<file path="config.mk">
export PLATFORM = sky130hd
export DESIGN_NAME = alu_packet_ctrl
export DESIGN_NICKNAME = d
export VERILOG_FILES = /design/src/rtl/alu_packet_ctrl.sv
export SDC_FILE = /design/constraint.sdc
export NUM_CORES = 1
export LEC_CHECK = 0
export CORE_ASPECT_RATIO = 0.75
export CORE_UTILIZATION = 55
export DETAILED_ROUTE_END_ITERATION = 6
export DONT_BUFFER_PORTS = 1
export GPL_TIMING_DRIVEN = 0
export PLACE_DENSITY = 0.74
export SLEW_MARGIN = 20
export SYNTH_ARGS = -nofsm -noshare
export SYNTH_HDL_FRONTEND = slang
export SYNTH_SLANG_ARGS = --single-unit
</file>
<file path="constraint.sdc">
create_clock -name clk_i -period 2.16 [get_ports clk_i]
set_input_delay 0.216 -clock clk_i [delete_from_list [all_inputs] [get_ports clk_i]]
set_output_delay 0.216 -clock clk_i [all_outputs]
set_load 0.005 [all_outputs]
</file>
<file path="src/rtl/alu_packet_ctrl.sv">
// alu_packet_ctrl: parses {opcode, rsvd, len_lo, len_hi} packets; ECHO loops payload to tx, ADD/MUL/DIV fold LE words on the ALU.
// Latency: ECHO rx accept -> tx_valid_o 1 cycle; ALU packets reply 4 LE bytes once the last ALU result returns.
// Backpressure: rx_ready_o drops while the echo hold register cannot drain or during EXEC/RESP; tx/ALU requests held until accepted.
// Option: define CTRL_TIMEOUT_EN to abort packets that stall for TIMEOUT_CYCLES with an err_o pulse.
module alu_packet_ctrl #(
  parameter logic [7:0] OPCODE_ECHO = 8'h00,
  parameter logic [7:0] OPCODE_ADD  = 8'h01,
  parameter logic [7:0] OPCODE_MUL  = 8'h02,
  parameter logic [7:0] OPCODE_DIV  = 8'h03
`ifdef CTRL_TIMEOUT_EN
  , parameter int unsigned TIMEOUT_CYCLES = 1_000_000
`endif
) (
  input  logic        clk_i,
  input  logic        rst_ni,
  input  logic [7:0]  rx_data_i,
  input  logic        rx_valid_i,
  output logic        rx_ready_o,
  output logic [7:0]  tx_data_o,
  output logic        tx_valid_o,
  input  logic        tx_ready_i,
  output logic [7:0]  alu_op_o,
  output logic [31:0] alu_a_o,
  output logic [31:0] alu_b_o,
  output logic        alu_valid_o,
  input  logic        alu_ready_i,
  input  logic [31:0] alu_result_i,
  input  logic        alu_done_i,
  output logic        busy_o,
  output logic        err_o
);

  typedef enum logic [2:0] {S_IDLE, S_HDR, S_ECHO, S_OPND, S_EXEC, S_RESP, S_DRAIN} state_t;

  state_t      state_q, state_d;
  logic [1:0]  hdr_cnt_q, byte_cnt_q, tx_idx_q;
  logic [7:0]  opcode_q, len_lo_q, hold_dat_q;
  logic [15:0] rem_q;
  logic        hold_full_q, first_q, alu_sent_q, err_q;
  logic [31:0] opnd_q, acc_q;

  logic        rx_fire, tx_fire, alu_fire, alu_take, err_set, tmo_hit, is_alu_op;
  logic [15:0] hdr_len, hdr_rem;
  logic [31:0] opnd_next;

  assign hdr_len   = {rx_data_i, len_lo_q};
  assign hdr_rem   = hdr_len - 16'd4;
  assign opnd_next = {rx_data_i, opnd_q[31:8]};
  assign is_alu_op = (opcode_q == OPCODE_ADD) || (opcode_q == OPCODE_MUL) || (opcode_q == OPCODE_DIV);

  assign rx_ready_o  = (state_q == S_HDR) || (state_q == S_OPND) || (state_q == S_DRAIN) ||
                       ((state_q == S_ECHO) && (rem_q != 16'd0) && (!hold_full_q || tx_ready_i));
  assign tx_valid_o  = ((state_q == S_ECHO) && hold_full_q) || (state_q == S_RESP);
  assign tx_data_o   = (state_q == S_RESP) ? acc_q[{tx_idx_q, 3'b000} +: 8] :
                       (state_q == S_ECHO) ? hold_dat_q : 8'h00;
  assign alu_valid_o = (state_q == S_EXEC) && !alu_sent_q;
  assign alu_op_o    = opcode_q;
  assign alu_a_o     = acc_q;
  assign alu_b_o     = opnd_q;
  assign busy_o      = (state_q != S_IDLE);
  assign err_o       = err_q;

  assign rx_fire  = rx_valid_i && rx_ready_o;
  assign tx_fire  = tx_valid_o && tx_ready_i;
  assign alu_fire = alu_valid_o && alu_ready_i;
  // A done pulse only counts once the request has been (or is being) accepted.
  assign alu_take = (state_q == S_EXEC) && alu_done_i && (alu_sent_q || alu_fire);

`ifdef CTRL_TIMEOUT_EN
  logic [31:0] tmo_cnt_q;
  logic        tmo_active, any_hs;
  // Echo only counts while waiting on rx; a tx stall is the far end's problem, not a dead packet.
  assign tmo_active = (state_q == S_HDR) || (state_q == S_OPND) || (state_q == S_DRAIN) ||
                      ((state_q == S_ECHO) && !hold_full_q);
  assign any_hs     = rx_fire || tx_fire || alu_fire || alu_take;
  assign tmo_hit    = tmo_active && !any_hs && (tmo_cnt_q == 32'(TIMEOUT_CYCLES - 1));

  // Idle-cycle counter, cleared by any handshake or outside the guarded states.
  always_ff @(posedge clk_i) begin
    if (!rst_ni || !tmo_active || any_hs) tmo_cnt_q <= '0;
    else                                  tmo_cnt_q <= tmo_cnt_q + 32'd1;
  end
`else
  assign tmo_hit = 1'b0;
`endif

  // State register.
  always_ff @(posedge clk_i) begin
    if (!rst_ni) state_q <= S_IDLE;
    else         state_q <= state_d;
  end

  // Next-state decode and error pulse request.
  always_comb begin
    state_d = state_q;
    err_set = 1'b0;
    case (state_q)
      S_IDLE:  if (rx_valid_i) state_d = S_HDR;
      S_HDR: begin
        if (rx_fire && (hdr_cnt_q == 2'd3)) begin
          if (hdr_len < 16'd4) begin
            state_d = S_IDLE;
            err_set = 1'b1;
          end else if (hdr_len == 16'd4) begin
            state_d = S_IDLE;
          end else if (opcode_q == OPCODE_ECHO) begin
            state_d = S_ECHO;
          end else if (is_alu_op && (hdr_rem[1:0] == 2'b00) && (hdr_rem >= 16'd8)) begin
            state_d = S_OPND;
          end else begin
            state_d = S_DRAIN;
            err_set = 1'b1;
          end
        end
      end
      S_ECHO:  if ((rem_q == 16'd0) && (!hold_full_q || tx_fire)) state_d = S_IDLE;
      S_OPND:  if (rx_fire && (byte_cnt_q == 2'd3) && !first_q) state_d = S_EXEC;
      S_EXEC:  if (alu_take) state_d = (rem_q != 16'd0) ? S_OPND : S_RESP;
      S_RESP:  if (tx_fire && (tx_idx_q == 2'd3)) state_d = S_IDLE;
      S_DRAIN: if (rx_fire && (rem_q == 16'd1)) state_d = S_IDLE;
      default: state_d = S_IDLE;
    endcase
    if (tmo_hit) begin
      state_d = S_IDLE;
      err_set = 1'b1;
    end
  end

  // Datapath: header capture, payload counting, echo hold, operand shift, accumulator, tx index.
  always_ff @(posedge clk_i) begin
    if (!rst_ni) begin
      hdr_cnt_q   <= '0;
      byte_cnt_q  <= '0;
      tx_idx_q    <= '0;
      opcode_q    <= '0;
      len_lo_q    <= '0;
      hold_dat_q  <= '0;
      rem_q       <= '0;
      hold_full_q <= 1'b0;
      first_q     <= 1'b0;
      alu_sent_q  <= 1'b0;
      err_q       <= 1'b0;
      opnd_q      <= '0;
      acc_q       <= '0;
    end else begin
      err_q <= err_set;
      case (state_q)
        S_IDLE: begin
          hdr_cnt_q   <= '0;
          byte_cnt_q  <= '0;
          tx_idx_q    <= '0;
          first_q     <= 1'b1;
          alu_sent_q  <= 1'b0;
          hold_full_q <= 1'b0;
        end
        S_HDR: if (rx_fire) begin
          hdr_cnt_q <= hdr_cnt_q + 2'd1;
          if (hdr_cnt_q == 2'd0) opcode_q <= rx_data_i;
          if (hdr_cnt_q == 2'd2) len_lo_q <= rx_data_i;
          if (hdr_cnt_q == 2'd3) rem_q    <= hdr_rem;
        end
        S_ECHO: begin
          if (rx_fire) begin
            hold_dat_q  <= rx_data_i;
            hold_full_q <= 1'b1;
            rem_q       <= rem_q - 16'd1;
          end else if (tx_fire) begin
            hold_full_q <= 1'b0;
          end
        end
        S_OPND: if (rx_fire) begin
          opnd_q     <= opnd_next;
          byte_cnt_q <= byte_cnt_q + 2'd1;
          rem_q      <= rem_q - 16'd1;
          // The first word seeds the accumulator without an ALU operation.
          if ((byte_cnt_q == 2'd3) && first_q) begin
            acc_q   <= opnd_next;
            first_q <= 1'b0;
          end
        end
        S_EXEC: begin
          if (alu_fire) alu_sent_q <= 1'b1;
          if (alu_take) begin
            acc_q      <= alu_result_i;
            alu_sent_q <= 1'b0;
          end
        end
        S_RESP:  if (tx_fire) tx_idx_q <= tx_idx_q + 2'd1;
        S_DRAIN: if (rx_fire) rem_q <= rem_q - 16'd1;
        default: ;
      endcase
      if (tmo_hit) hold_full_q <= 1'b0;
    end
  end

endmodule

</file>
==> Word-level counts from Yosys, hierarchy flattened <==
Index checks and enable logic that the tools add are counted.
{ "word_totals": {"out_inout_bits": 85, "regBits": 117, "inputBits": 46, "mem_bits_rw": 0, "n_memories": 0, "mem_bits_ro": 0, "latchBits": 0} }
{ "classes": {"div_mod_pow": 0, "n_eq_ne": 30, "n_bitwise": 0, "n_mux": 42, "shifts": 1, "n_addsub": 5, "magnitude_cmp": 2, "n_reduce_logical": 59, "mul": 0} }
{ "ops": {"columns": ["operator", "count"], "rows": [
  ["32-bit 2-to-1 mux", 3],
  ["32-bit case mux with 2 select lines", 1],
  ["16-bit 2-to-1 mux", 3],
  ["3-bit 2-to-1 mux", 12],
  ["16-bit case mux with 2 select lines", 1],
  ["32-bit by 6-bit variable part select with 8-bit output", 1],
  ["3-bit case mux with 7 select lines", 1],
  ["1-bit logical AND", 18],
  ["16-bit by 1-bit == test with 1-bit output (second input constant)", 1],
  ["16-bit by 3-bit == test with 1-bit output (second input constant)", 1],
  ["8-bit by 2-bit == test with 1-bit output (second input constant)", 2],
  ["16-bit by 4-bit >= comparator with 1-bit output (second input constant)", 1],
  ["16-bit zero test", 1],
  ["16-bit by 3-bit less-than comparator with 1-bit output (second input constant)", 1],
  ["8-bit 2-to-1 mux", 2],
  ["2-bit by 1-bit inequality test with 1-bit output (second input constant)", 8],
  ["16-bit nonzero test", 1],
  ["16-bit by 1-bit subtractor with 16-bit output (second input constant)", 1],
  ["16-bit by 3-bit subtractor with 16-bit output (second input constant)", 1],
  ["2-bit AND reduction", 7],
  ["2-bit nonzero test", 7],
  ["2-bit case mux with 2 select lines", 3],
  ["3-bit AND reduction", 4],
  ["1-bit 2-to-1 mux", 10],
  ["other kinds (19)", 48]
]} }

==> Longest topological paths before layout <==
{ "logic_depth": {"ltp_word": 11, "mapped_depth": 9} }

==> Worst setup path after synthesis <==
OpenSTA, ideal clock, no wires.
{ "synth_timing": {"kind": "flip-flop to flip-flop", "startpoint": "register len_lo_q[2]", "endpoint": "register err_q (netlist: err_o)", "path_slack_ns": -0.017, "stages_incl_launch_ff": 9, "required_ns": 2.032, "arrival_ns": 2.049, "path_cell_list": "dfxtp_1 > inv_1 > ha_1 > or3b_2 > or4_4 > nand4_2 > o21ai_2 > a21boi_2 > o31ai_1"} }
{ "synth_via": {"elab_chain_len": 7, "word_cells_on_any_way": 9, "cone_classes": "1 x add/sub; 2 x order compare; 1 x eq/ne; 4 x mux; 1 x reduce/logical"} }
{ "synth_rtl": {"columns": ["item", "line_no", "rtl"], "rows": [
  ["start: declaration", "37", "logic [7:0] opcode_q, len_lo_q, hold_dat_q;"],
  ["start signal: assignment", "159", "if (hdr_cnt_q == 2'd2) len_lo_q <= rx_data_i;"],
  ["16-bit by 3-bit subtractor with 16-bit output", "47", "assign hdr_rem = hdr_len - 16'd4;"],
  ["16-bit by 4-bit >= comparator with 1-bit output", "108", "end else if (is_alu_op && (hdr_rem[1:0] == 2'b00) && (hdr_rem >= 16'd8)) begin"],
  ["1-bit logical AND", "108", null],
  ["1-bit 2-to-1 mux", "108", null],
  ["1-bit 2-to-1 mux", "106", "end else if (opcode_q == OPCODE_ECHO) begin"],
  ["1-bit 2-to-1 mux", "104", "end else if (hdr_len == 16'd4) begin"],
  ["1-bit 2-to-1 mux (*)", "101", "if (hdr_len < 16'd4) begin"],
  ["end signal: assignment", "146", "err_q <= err_set;"],
  ["end: declaration", "39", "logic hold_full_q, first_q, alu_sent_q, err_q;"]
]} }
Every way passes the cells marked *; elsewhere a longest branch is shown, timed or not.
A chain may end at the register's enable or synchronous reset.

==> Final worst setup path <==
{ "layout_timing": {"startpoint": "register len_lo_q[6]", "endpoint": "register err_q (netlist: err_o)"} }
Same word-level chain as after synthesis.

==> flow_summary.json <==
{
  "dieHeight_um": 91.90,
  "synth_edf_count": 0,
  "arrival_ps": 2480,
  "synth-seq-area-share": 0.3952,
  "grt_pass1_vias": 5370,
  "nets": 816,
  "setup_viol": 2,
  "cts_tree": "built",
  "met2_usage": 0.4896,
  "p_switching_mw": 2.274,
  "rsz0062_at_grt": "true",
  "tns_ps": -73.82,
  "finalWorstPathRequiredPeriod_ps": 2207,
  "critPathSlowestCell": "or4_4",
  "grt_max_degree": 17,
  "dr.pass1.iters": 7,
  "drv_slew": 0,
  "grt-ovfl-total": 0,
  "crit_required_ps": 2440,
  "synth.largest_area_cell": "dfxtp_1",
  "dpl_cell_area_um2": 6100,
  "met3_usage": 0.1318,
  "start_util": 0.5715,
  "clk_latency_ps": 420,
  "grt_usage": 0.3546,
  "ir_worst_vdd_v": 0.0008186,
  "p_per_area_nw_per_um2": 921.4,
  "wire_per_inst_um": 21.73,
  "p_clk_frac": 0.409,
  "path_cells": "or4_4 > or4_4 > nand4_4 > o21ai_4 > a21boi_2 > o31ai_2",
  "dp_hpwl_um": 13770,
  "cp-startpoint": "len_lo_q[6]",
  "synthArstFlopShare": 0,
  "cts_buffers": 17,
  "endpoint_kind": "flop",
  "sw_frac_of_total": 0.3496,
  "violations": "design-rule violations, negative setup slack",
  "power_frac_seq": 0.361,
  "whs_ps": 33.38,
  "p_leak_nw": 2.367,
  "drt_wl_total_um": 19750,
  "dp_cells": 862,
  "relSlewSlack": 0.4564,
  "via_per_inst": 6.547,
  "crit_top_cell": "or4_4",
  "cp_top_family": "simple AND/OR/NAND/NOR gates",
  "pre_cts_ws_ps": -431.7,
  "fin_skew_ps": 11.18,
  "vias": 5951,
  "worstSetupStartpointType": "flop",
  "clock-root-buffer": "clkbuf_16",
  "post-route-period-util": 1.022,
  "rr_startpoint": "len_lo_q[6]",
  "yosysWarnings": 0,
  "min_from": "rst_ni",
  "portBuffers": 0,
  "max_freq_ghz": 0.4532,
  "synth_cells": 726,
  "use_met1": 0.5006,
  "avgSynthCellArea_um2": 8.164,
  "clockBufferDepth": 2,
  "worstSetupPathType": "flop to flop",
  "cts_htree_levels": 4,
  "grt.busiest_layer": "met1",
  "nFillCells": 853,
  "finalInstanceArea_um2": 7061,
  "synth_cell_type_count": 59,
  "postSynthNetCount": 782,
  "ant_nets": 0,
  "syn_to_final_growth_pct": 19.13,
  "grt_pass1_wl_um": 29840,
  "drc": 5,
  "dieArea_um2": 11200,
  "slowest_delay_ps": 590,
  "synthTopCellsByArea": "dfxtp_1 (40%), nand2_1 (7.7%), mux2i_1 (7.3%)",
  "power.total_mw": 6.506,
  "drtIter0Drc": 753,
  "hold_class": "input port to flop",
  "r2r_setup_slack_ps": -50,
  "syn-cell-area_um2": 5927,
  "status": "finished, violations left",
  "routabilityCongestion": 0.8997,
  "die_x_um": 121.9,
  "antenna_found_initial": 0,
  "instances_no_fill": 909,
  "antenna_cells": 0,
  "clk_pin_slew_ps": 60,
  "io_pins": 131,
  "synthFlopType": "dfxtp_1",
  "fin_ws_ps": -46.57,
  "synth_top_area_share": 0.3952,
  "synth-seq-cells": 117,
  "drive_gt1_frac": 0.1695,
  "final_hold_viol_count": 0,
  "core.rowCount": 32,
  "crit_buf_inv": 0,
  "core_area_um2": 10370,
  "fin_util": 0.6809,
  "cts.sinks": 117,
  "worstMarginPinSlew_ps": 815.4,
  "cap_violations": 0,
  "crit_fanout": 6,
  "combPwrFrac": 0.230,
  "p_int_mw": 4.232
}
==> power by group through the flow <==
stage	registers (mW)	logic, mW	clock network [mW]
2_1_floorplan	2.36	0.918	0
3_3_place_gp	2.38	1.21	0
3_5_place_dp	2.39	1.23	0
4_1_cts	2.34	1.34	2.65
5_1_grt	2.36	1.60	2.76
6_report	2.35	1.50	2.66
==> cells in the mapped netlist, types with 4 or more instances <==
cell type / instances
and3_1: 4
or4_1: 4
or3_1: 6
xnor2_1: 8
nand2_1: 122
ha_1: 10
clkbuf_1: 48
mux4_2: 8
a211oi_1: 34
inv_1: 10
dfxtp_1: 117
a22o_1: 8
o21ai_0: 32
nor4_1: 10
or4_4: 4
mux2i_1: 43
a22oi_1: 8
o31ai_1: 5
o211ai_1: 4
nor2_1: 75
nor3_1: 11
a21oi_1: 70
or2_2: 4
nand3_1: 25
buf_2: 5
==> timing repair <==
item / 4_1_cts / 5_1_grt
gates resized for setup: 44 / 39
hold buffers: 2 / 0
endpoints found under the hold margin: 3 / 0
setup endpoints to repair: 71 / 102
setup buffers: 3 / 13
pin swaps: 5 / 13
==> sequential cells by signal (all words and copies together) (netlist names) <==
| register | count |
|---|---|
| tx_idx_q | 2 |
| hdr_cnt_q | 2 |
| first_q | 1 |
| err_o | 1 |
| alu_b_o | 32 |
| rem_q | 16 |
| byte_cnt_q | 2 |
| len_lo_q | 8 |
| state_q | 3 |
| hold_dat_q | 8 |
| alu_sent_q | 1 |
| hold_full_q | 1 |
| alu_a_o | 32 |
| alu_op_o | 8 |
==> cells by family after synthesis <==
family                   share of synthesized area
adder cells (fa/ha/maj)                    0.02111
AO/OA/AOI/OAI                               0.2046
AND/OR/NAND/NOR                             0.2138
XOR/XNOR                                   0.01182
buffers and inverters                      0.05045
multiplexers                                0.1030
flip-flops                                  0.3952
==> cell usage in the layout, fill, tap and decap left out, types with 4 or more instances in the layout <==
cell type,n
inv_6,6
dfxtp_1,113
clkbuf_2,13
nor3_1,10
or4_4,5
ha_1,8
xnor2_1,8
clkinv_2,4
a21oi_1,68
o31ai_1,4
or3_1,6
nor4_1,7
o211ai_1,4
clkbuf_1,30
buf_2,5
nor2_1,71
o21ai_0,31
a22oi_1,8
or2_2,4
a22o_1,8
buf_4,17
clkbuf_16,17
mux2i_1,43
mux4_2,8
a211oi_1,33
inv_1,7
nand2_1,122
nor2_4,4
nand3_1,24
==> final cells by class <==
| class | count | area (um2) | area share |
|---|---|---|---|
| sequential | 117 | 2355 | 0.3335 |
| clock inverter | 15 | 120.1 | 0.01701 |
| multi-input combinational | 539 | 3525 | 0.4992 |
| buffer | 56 | 276.5 | 0.03916 |
| inverter | 11 | 43.79 | 0.006202 |
| timing repair buffer | 18 | 145.1 | 0.02056 |
| tap | 136 | 170.2 | 0.02410 |
| clock buffer | 17 | 425.4 | 0.06025 |
==> layer usage <==
metal,share of wire,vias to the layer above
met2,0.42,383
met1,0.43,2850
li1,-,2673
met5,0,-
met4,0.020,0
met3,0.13,45
==> final timing paths <==
| kind | end | depth (start not counted) |
|---|---|---|
| min reg2reg | rem_q[14] | 2 |
| max reg2reg | err_o | 6 |
| min | err_o | 2 |
| max | err_o | 6 |
No activity file was read; power rests on OpenSTA's default activity.
